===== config.mk =====
export PLATFORM = sky130hd
export DESIGN_NAME = divide_r4
export DESIGN_NICKNAME = d
export VERILOG_FILES = /design/src/rtl/div_r4_pkg.sv /design/src/rtl/div_r4_step.sv /design/src/rtl/divide_r4.sv
export SDC_FILE = /design/constraint.sdc
export NUM_CORES = 1
export LEC_CHECK = 0
export BUFFER_PORTS_ARGS = -buffer_cell sky130_fd_sc_hd__buf_2
export CAP_MARGIN = 15
export CORE_UTILIZATION = 33
export CTS_CLUSTER_SIZE = 25
export DETAILED_ROUTE_END_ITERATION = 10
export GPL_TIMING_DRIVEN = 0
export PLACE_DENSITY = 0.55
export SYNTH_ARGS = -nofsm -noshare
export SYNTH_HDL_FRONTEND = slang
export SYNTH_HIERARCHICAL = 1
export SYNTH_SLANG_ARGS = --single-unit

===== constraint.sdc =====
create_clock -name clk -period 10.75 [get_ports clk]
set_input_delay 3.225 -clock clk [delete_from_list [all_inputs] [get_ports clk]]
set_output_delay 3.225 -clock clk [all_outputs]
set_load 0.02 [all_outputs]

===== src/rtl/div_r4_pkg.sv =====
// Shared definitions for the radix-4 restoring divider: operand widths,
// iteration count and FSM state encoding.
package div_r4_pkg;

  localparam int unsigned DIVIDEND_W     = 32;
  localparam int unsigned DIVISOR_W      = 16;
  localparam int unsigned BYTE_W         = 8;
  localparam int unsigned ITER_COUNT     = 8;
  localparam int unsigned DIVIDEND_BYTES = DIVIDEND_W / BYTE_W;
  localparam int unsigned DIVISOR_BYTES  = DIVISOR_W / BYTE_W;

  typedef enum logic [2:0] {
    IDLE,
    LOAD_D,
    LOAD_V,
    CALC,
    DONE
  } state_t;

endpackage


===== src/rtl/div_r4_step.sv =====
// One radix-4 restoring division iteration: shift in two dividend bits and
// perform two chained trial subtractions, yielding two quotient bits.
module div_r4_step
  import div_r4_pkg::*;
(
  input  logic [DIVISOR_W-1:0] rem,
  input  logic [1:0]           bits,
  input  logic [DIVISOR_W-1:0] divisor,
  output logic [DIVISOR_W-1:0] rem_next,
  output logic [1:0]           q
);

  logic [DIVISOR_W:0]   trial_hi;
  logic [DIVISOR_W:0]   trial_lo;
  logic [DIVISOR_W-1:0] rem_mid;

  // The 17-bit trial value can exceed the divisor by less than one divisor,
  // so a successful subtraction always fits back into 16 bits.
  always_comb begin
    trial_hi = {rem, bits[1]};
    q[1]     = (trial_hi >= {1'b0, divisor});
    rem_mid  = q[1] ? (trial_hi[DIVISOR_W-1:0] - divisor) : trial_hi[DIVISOR_W-1:0];

    trial_lo = {rem_mid, bits[0]};
    q[0]     = (trial_lo >= {1'b0, divisor});
    rem_next = q[0] ? (trial_lo[DIVISOR_W-1:0] - divisor) : trial_lo[DIVISOR_W-1:0];
  end

endmodule


===== src/rtl/divide_r4.sv =====
// 32/16 unsigned radix-4 divider with byte-serial operand loading.
// Optional divide-by-zero / quotient-overflow rejection: DIV_R4_OVF_DETECT_EN.
module divide_r4
  import div_r4_pkg::*;
(
  input  logic                 clk,
  input  logic                 rst_n,
  input  logic                 start,
  input  logic                 getD,
  input  logic                 getV,
  input  logic [BYTE_W-1:0]    in,
  output logic [DIVISOR_W-1:0] quotient,
  output logic [DIVISOR_W-1:0] remainder,
  output logic                 ready,
  output logic                 err
);

  state_t                 state;
  state_t                 state_nxt;
  logic                   getd_q;
  logic                   getv_q;
  logic                   d_edge;
  logic                   v_edge;
  logic [1:0]             byte_cnt;
  logic [2:0]             iter;
  logic [DIVIDEND_W-1:0]  dividend;
  logic [DIVISOR_W-1:0]   divisor;
  logic [DIVISOR_W-1:0]   rem;
  logic [DIVISOR_W-1:0]   dlo;
  logic [DIVISOR_W-1:0]   rem_nxt;
  logic [1:0]             qbits;
  logic                   last_d;
  logic                   last_v;
  logic                   last_iter;
  logic                   reject;

  assign d_edge    = getD & ~getd_q;
  assign v_edge    = getV & ~getv_q;
  assign last_d    = d_edge && (byte_cnt == 2'(DIVIDEND_BYTES - 1));
  assign last_v    = v_edge && (byte_cnt == 2'(DIVISOR_BYTES - 1));
  assign last_iter = (iter == 3'(ITER_COUNT - 1));

`ifdef DIV_R4_OVF_DETECT_EN
  logic [DIVISOR_W-1:0] divisor_full;
  logic                 err_q;

  // The upper divisor byte is still on the bus during the final capture.
  assign divisor_full = {in, divisor[DIVISOR_W-1:BYTE_W]};
  assign reject       = (divisor_full == '0) ||
                        (dividend[DIVIDEND_W-1:DIVISOR_W] >= divisor_full);
  assign err          = (state == DONE) && err_q;
`else
  assign reject = 1'b0;
  assign err    = 1'b0;
`endif

  div_r4_step u_step (
    .rem      (rem),
    .bits     (dlo[DIVISOR_W-1 -: 2]),
    .divisor  (divisor),
    .rem_next (rem_nxt),
    .q        (qbits)
  );

  always_ff @(posedge clk or negedge rst_n) begin
    if (!rst_n) state <= IDLE;
    else        state <= state_nxt;
  end

  always_comb begin
    state_nxt = state;
    case (state)
      IDLE:    if (start) state_nxt = LOAD_D;
      LOAD_D:  if (last_d) state_nxt = LOAD_V;
      LOAD_V:  if (last_v) state_nxt = reject ? DONE : CALC;
      CALC:    if (last_iter) state_nxt = DONE;
      DONE:    if (start) state_nxt = LOAD_D;
      default: state_nxt = IDLE;
    endcase
  end

  // rem holds the partial remainder; dlo shifts out dividend bits at the top
  // while quotient bits enter at the bottom, ending as the quotient.
  always_ff @(posedge clk or negedge rst_n) begin
    if (!rst_n) begin
      getd_q   <= 1'b0;
      getv_q   <= 1'b0;
      byte_cnt <= '0;
      iter     <= '0;
      dividend <= '0;
      divisor  <= '0;
      rem      <= '0;
      dlo      <= '0;
`ifdef DIV_R4_OVF_DETECT_EN
      err_q    <= 1'b0;
`endif
    end else begin
      getd_q <= getD;
      getv_q <= getV;
      case (state)
        IDLE, DONE: begin
          if (start) begin
            byte_cnt <= '0;
            iter     <= '0;
            dividend <= '0;
            divisor  <= '0;
            rem      <= '0;
            dlo      <= '0;
`ifdef DIV_R4_OVF_DETECT_EN
            err_q    <= 1'b0;
`endif
          end
        end
        LOAD_D: begin
          if (d_edge) begin
            dividend <= {in, dividend[DIVIDEND_W-1:BYTE_W]};
            byte_cnt <= last_d ? '0 : byte_cnt + 2'd1;
          end
        end
        LOAD_V: begin
          if (v_edge) begin
            divisor  <= {in, divisor[DIVISOR_W-1:BYTE_W]};
            byte_cnt <= byte_cnt + 2'd1;
            if (last_v) begin
              iter <= '0;
              rem  <= dividend[DIVIDEND_W-1:DIVISOR_W];
              dlo  <= dividend[DIVISOR_W-1:0];
`ifdef DIV_R4_OVF_DETECT_EN
              if (reject) begin
                rem   <= dividend[DIVISOR_W-1:0];
                dlo   <= '1;
                err_q <= 1'b1;
              end
`endif
            end
          end
        end
        CALC: begin
          rem  <= rem_nxt;
          dlo  <= {dlo[DIVISOR_W-3:0], qbits};
          iter <= iter + 3'd1;
        end
        default: ;
      endcase
    end
  end

  assign ready     = (state == DONE);
  assign quotient  = (state == DONE) ? dlo : '0;
  assign remainder = (state == DONE) ? rem : '0;

endmodule


==> results of run 1 <==
[worst max path at each step]
stage | startpoint | end | slack [ns] | cells after the start
after floorplan | divisor[1] | rem[10] | 5.44 | 24
after global placement | divisor[1] | rem[8] | 4.24 | 24
after detailed placement | divisor[1] | rem[8] | 4.24 | 23
after CTS | divisor[1] | rem[8] | 4.22 | 23
after global routing | divisor[1] | rem[8] | 3.83 | 24
final | divisor[1] | rem[8] | 4.19 | 24
[stage by stage]
step                worst slack [ns]  instances  utilization [%]
global placement                4.24        993             36.4
finish                          4.19       1009             38.1
global route                    3.83       1009             38.1
CTS                             4.22       1009             38.1
detailed placement              4.24        994             36.6
floorplan                       5.44        683                -
[sequential cells by signal (all words and copies together) (netlist names), 2 cells and up]
register,count
dlo,16
divisor,16
rem,16
iter,3
dividend,32
state,3
byte_cnt,2
[cells in the mapped netlist (16+ instances only)]
cell,n
nand2_1,91
dfrtp_1,90
nor2_1,52
mux2_4,38
ha_1,36
mux2i_1,35
and3_1,32
inv_1,32
o21ai_1,30
o21ai_0,22
a21oi_1,18
a22o_1,16
[cell families after synthesis]
| logic type | Yosys count |
|---|---|
| buffers and inverters | 69 |
| adder cells (fa/ha/maj) | 38 |
| AND/OR/NAND/NOR | 233 |
| AO/OA/AOI/OAI | 144 |
| other | 1 |
| XOR/XNOR | 19 |
| multiplexers | 89 |
| flip-flops | 90 |
[per-layer routing]
layer | vias up | part of all wire [%] | global-route usage [%]
met3 | 18 | 3.3 | 2.99
met2 | 100 | 42 | 27.1
met4 | 0 | 2.0 | 6.40
li1 | 2534 | - | -
met1 | 2491 | 52 | 28.0
met5 | - | 0 | 0
[critical path, delay by kind of cell (launching register included)]
family / cells / cell delay (ns)
buf+inv: 4 / 1.07
compound gates: 9 / 2.87
mux: 3 / 0.71
fa+ha+maj: 2 / 0.64
simple gates: 6 / 0.72
flops: 1 / 0.41
[cell type report]
class	instances	area, um^2	area share [%]
clock buffers	10	229	3.10
flip-flops and latches	90	2250	30.5
plain buffers	36	226	3.07
well taps	265	332	4.49
multi-input cells	524	3910	52.9
inverters	33	124	1.68
clock inverters	5	63.8	0.864
repair buffers	46	255	3.45
==> results.md, run 1 <==
* Status: completed
* CTS Buf Count at 9
* Post-synthesis adder-cell area fraction at 7.54%
* Antenna cells at 0
* R2R cell count at 24
* Routed wire length per instance at 17.7 um
* Syn_nets at roughly 730
* Hold Path Class: reg2reg
* Synthesized instance count at 683
* Die Width at 142 um
* Post-CTS Resized at 0
* Max stage delay on crit path at 0.49 ns
* Core Box Area at 19400 um^2
* Commonest non-fill, non-tap cell in the layout: nand2_1
* Final setup viols at 0
* Most frequent cells in the layout: nand2_1, dfrtp_1, nor2_1
* Max clock buf depth at 2
* Die footprint at roughly 20000 um^2
* Via/cell ratio at 5.10
* Fin Hold WS at 0.487 ns
* Required time of the critical path at 10.99 ns
* # hold bufs at CTS at 0
* Setup TNS at 0 ns
* Post-CTS Setup Inserts at 0
* First-pass GRT wire length at between 20000 and 30000 um
* Ranking of synthesized cells by area: dfrtp_1, mux2_4, ha_1
* ANT nets after route at 0
* Yosys reg bits at 90
* Crit-path max FO at 10
* Synth Area in XOR/XNOR at 2.56%
* Slowest stage cell, crit path: clkbuf_1
* Worst Setup Start Kind: register
* Sequential area share after synthesis at 34.6%
* Yosys top cell by area: dfrtp_1
* Placement Rows at 51
* RR Endpoint: rem[8]
* Worst hold stages at 2
* Initial DRC Count at 426
* Fmax at around 0.15 GHz
* Worst Min Path Start: dividend[0]
* Worst reg2reg setup slack at 4.19 ns
* Area fraction of the dominant cell type after synthesis at 34.6%
* Slew @ Worst Pin at roughly 0.63 ns
* DRC Markers at 0
* RSZ-0062 raised after global routing: no
* Layout cells sized above 1 at about a fifth
* Post-Synth Simple-Gate Area at 17.3%
* Final WL at 17900 um
* Final Skew at around 0.013 ns
* Total gr overflow at 0
* Final instance area at 7390 um^2
* Vias at 5143
* CTS tree: yes
* Post-Place Cell Area at 7100 um^2
* Final hold vios at 0
* Worst-path cell chain: inv_1 -> ha_1 -> nor2b_4 -> o31a_1 -> o41ai_2 -> a211oi_2 -> o31ai_4 -> clkbuf_1 -> nand2_1 -> o21ai_0 -> ha_1 -> nor2b_1 -> o31a_1 -> o311a_1 -> nor4_2 -> nor2_1 -> a41o_1 -> a211oi_2 -> inv_2 -> buf_6 -> mux2_4 -> mux2i_1 -> nor2_1 -> mux2_4
* Setup CP Type: reg2reg
* Max cap viols at 0
* Slew Limit Headroom at 58.3%
* Reg clk slew, reported paths at 0.07 ns
* Vert. Die Dim at 142 um
* Synth Area in Compound Gates at 15.6%
* Final period util at 61.0%
* YS warnings at 6
* Clock insertion delay at the later pin of the skew report at 0.36 ns
* Worst Setup End Kind: register
* Post-synthesis mux area share at 16.9%
* Initial Util at about a third
* Largest net degree at the start of global routing at 53
* PortBufs at 45
* Yosys cell types at 72
* R2r startpoint: divisor[1]
* Syn_area_per_cell at around 9.5 um^2
* Synth Flop Type: dfrtp_1
* Antenna violations before repair at 1
* Layout area overhead at 13.5%
* H-tree levels at 3
* Fin crit period at 6.56 ns
* 1st-pass router iterations at 5
* Critical Path AT at 6.79 ns
* Pins Over Slew Limit at 0
* EDFF count, synth at 0
* Gpl congestion at 0.856
* Post-synthesis async set-or-reset flop share at 100%
* Vias in the first global route at 5086
* Synth Cell Area at 6510 um^2
* Worst Hold Path EP: dividend[0]
* Dpl hpwl at about 14000 um
* Clock sink count at 90
* I/O pins at 47
* Fillcell total at 2032
* Layout Nets at 791
* Root Buffer Master: clkbuf_16
* Total Routing Usage GR at 18.8%
* Main combinational cell family by area after synthesis: simple AND/OR/NAND/NOR gates
Power of run 1 is left out: the tool's default activity adds up to more than one toggle a clock period on the data nets, which glitch-free logic cannot reach.
==> run 2: changes to the inputs <==
==> constraint.sdc (replaced) <==
create_clock -name clk -period 6.75 [get_ports clk]
set_input_delay 2.025 -clock clk [delete_from_list [all_inputs] [get_ports clk]]
set_output_delay 2.025 -clock clk [all_outputs]
set_load 0.02 [all_outputs]
==> run 2 against run 1 <==
  * Cell count is the same
  * Critical endpoint unchanged
  * Routed wire length shrank 0.12%
  * Die area is the same
  * Via count grew 0.19%
  * Cell area is essentially flat
  * Sequential share of layout area is essentially flat
==> results.md, run 2 (same netlist as run 1, synthesis figures left out) <==
* Routed wire length per instance at 17.7 um (-0.12%)
* Max cap viols at 0 (unchanged)
* Initial DRC Count at 411 (-3.5%)
* Via/cell ratio at 5.11 (+0.19%)
* Dpl hpwl at 13700 um (unchanged)
* Layout Nets at 791 (unchanged)
* Antenna violations before repair at 1 (unchanged)
* Total Routing Usage GR at 18.8% (unchanged)
* Clock insertion delay at the later pin of the skew report at 0.36 ns (about the same)
* Most frequent cells in the layout: nand2_1, dfrtp_1, nor2_1
* Routed length on met3 at 676 um (+14%)
* Fillcell total at 2033 (+0.049%)
* Initial Util at 33.6% (unchanged)
* Fmax at 0.157 GHz (+2.7%)
* M1 WL at 9210 um (-1.4%)
* Final period util at 94.6% (+34 points)
* ANT nets after route at 0 (unchanged)
* Worst Setup End Kind: register
* Max stage delay on crit path at 0.45 ns (-0.04 ns)
* CTS tree: yes
* 1st-pass router iterations at 4 (-1)
* Largest register by flop count: dividend
* R2r startpoint: divisor[1]
* Fin crit period at 6.38 ns (-0.173 ns)
* Worst Min Path Start: dividend[0]
* Worst hold stages at 2 (unchanged)
* Pins Over Slew Limit at 0 (unchanged)
* Hold Path Class: reg2reg
* Status: completed
* Setup TNS at 0 ns (unchanged)
* Vias in the first global route at 5086 (unchanged)
* Total gr overflow at 0 (unchanged)
* Fin Hold WS at 0.487 ns (+0.00000700 ns)
* I/O pins at 47 (unchanged)
* R2R cell count at 24 (unchanged)
* Layout cells sized above 1 at 21.4% (+0.27 points)
* Worst Hold Path EP: dividend[0]
* Slowest stage cell, crit path: o31ai_4
* First-pass GRT wire length at 28500 um (unchanged)
* Gpl congestion at 0.856 (unchanged)
* Final hold vios at 0 (unchanged)
* Largest net degree at the start of global routing at 53 (unchanged)
* Root Buffer Master: clkbuf_16
* Setup CP Type: reg2reg
* Max clock buf depth at 2 (unchanged)
* Vert. Die Dim at 142 um (unchanged)
* Slew Limit Headroom at 58.9% (+0.60 points)
* RR Endpoint: rem[8]
* Antenna cells at 0 (unchanged)
* Critical Path AT at 6.62 ns (-0.17 ns)
* H-tree levels at 3 (unchanged)
* Slew @ Worst Pin at 0.617 ns (-0.00893 ns)
* Final WL at 17900 um (-0.12%)
* Worst reg2reg setup slack at 0.37 ns (-3.83 ns)
* Vias at 5153 (+0.19%)
* DRC Markers at 0 (unchanged)
* Final setup viols at 0 (unchanged)
* Reg clk slew, reported paths at 0.07 ns (about the same)
* Layout area overhead at 13.6% (about the same)
* Worst-path cell chain: inv_1 -> ha_1 -> nor2b_4 -> o31a_1 -> o41ai_2 -> a211oi_2 -> o31ai_4 -> clkbuf_2 -> nand2_1 -> o21ai_0 -> ha_1 -> nor2b_1 -> o31a_1 -> o311a_1 -> nor4_2 -> nor2_1 -> a41o_1 -> a211oi_2 -> inv_2 -> buf_6 -> mux2_4 -> mux2i_1 -> nor2_1 -> mux2_4
* Die footprint at 20300 um^2 (unchanged)
* CTS Buf Count at 9 (unchanged)
* Clock sink count at 90 (unchanged)
* Core Box Area at 19400 um^2 (unchanged)
* Max reg flops at 32 (unchanged)
* Required time of the critical path at 6.99 ns (-4.00 ns)
* Commonest non-fill, non-tap cell in the layout: nand2_1
* RSZ-0062 raised after global routing: no
* Uppermost layer routed: met4
* PortBufs at 45 (unchanged)
* Crit-path max FO at 10 (unchanged)
* Final Skew at 0.0130 ns (-0.000107 ns)
* Post-CTS Setup Inserts at 0 (unchanged)
* Worst Setup Start Kind: register
* Placement Rows at 51 (unchanged)
* Met2 wire length at 7620 um (+0.45%)
* Die Width at 142 um (unchanged)
## run 2: how the worst max path moves through the flow
stage | startpoint | to | slack, ns | depth (start not counted)
4_1_cts | divisor[1] | rem[8] | 0.22 | 23
2_1_floorplan | divisor[1] | rem[10] | 1.44 | 24
5_1_grt | divisor[1] | rem[8] | 0.03 | 24
3_3_place_gp | divisor[1] | rem[8] | 0.24 | 24
3_5_place_dp | divisor[1] | rem[8] | 0.24 | 23
6_report | divisor[1] | rem[8] | 0.37 | 24
## run 2: layer usage
| metal | track usage (%) | vias to the layer above |
|---|---|---|
| li1 | - | 2531 |
| met1 | 28.0 | 2502 |
| met2 | 27.1 | 102 |
| met3 | 2.99 | 18 |
| met4 | 6.40 | 0 |
| met5 | 0 | - |
## run 2: layout make-up
cell class | instances | area [um^2] | area share [%]
buffer | 36 | 229 | 3.10
clock buffer | 10 | 229 | 3.10
clock inverter | 5 | 63.8 | 0.863
inverter | 33 | 124 | 1.68
multi-input combinational | 524 | 3910 | 52.9
sequential | 90 | 2250 | 30.5
tap | 265 | 332 | 4.49
timing repair buffer | 46 | 255 | 3.45
## run 2: critical path, delay by kind of cell (launching register included)
family / cells / cell delay (ns)
compound gates: 9 / 2.85
fa+ha+maj: 2 / 0.64
flops: 1 / 0.41
mux: 3 / 0.71
simple gates: 6 / 0.70
buf+inv: 4 / 0.93
## run 2: metrics by stage
step | cells | setup WS (ns) | util (%) | area [um^2]
floorplan | 683 | 1.44 | - | 6510
global placement | 993 | 0.240 | 36.4 | 7070
detailed placement | 994 | 0.239 | 36.6 | 7100
CTS | 1009 | 0.221 | 38.1 | 7390
global route | 1009 | 0.0336 | 38.1 | 7390
finish | 1009 | 0.367 | 38.1 | 7390
## run 2: repair_timing
item / CTS / global route
gates resized for setup: 0 / 4
hold buffers: 0 / 0
endpoints found under the setup margin: 0 / 8
Power of run 2 is left out for the same reason.
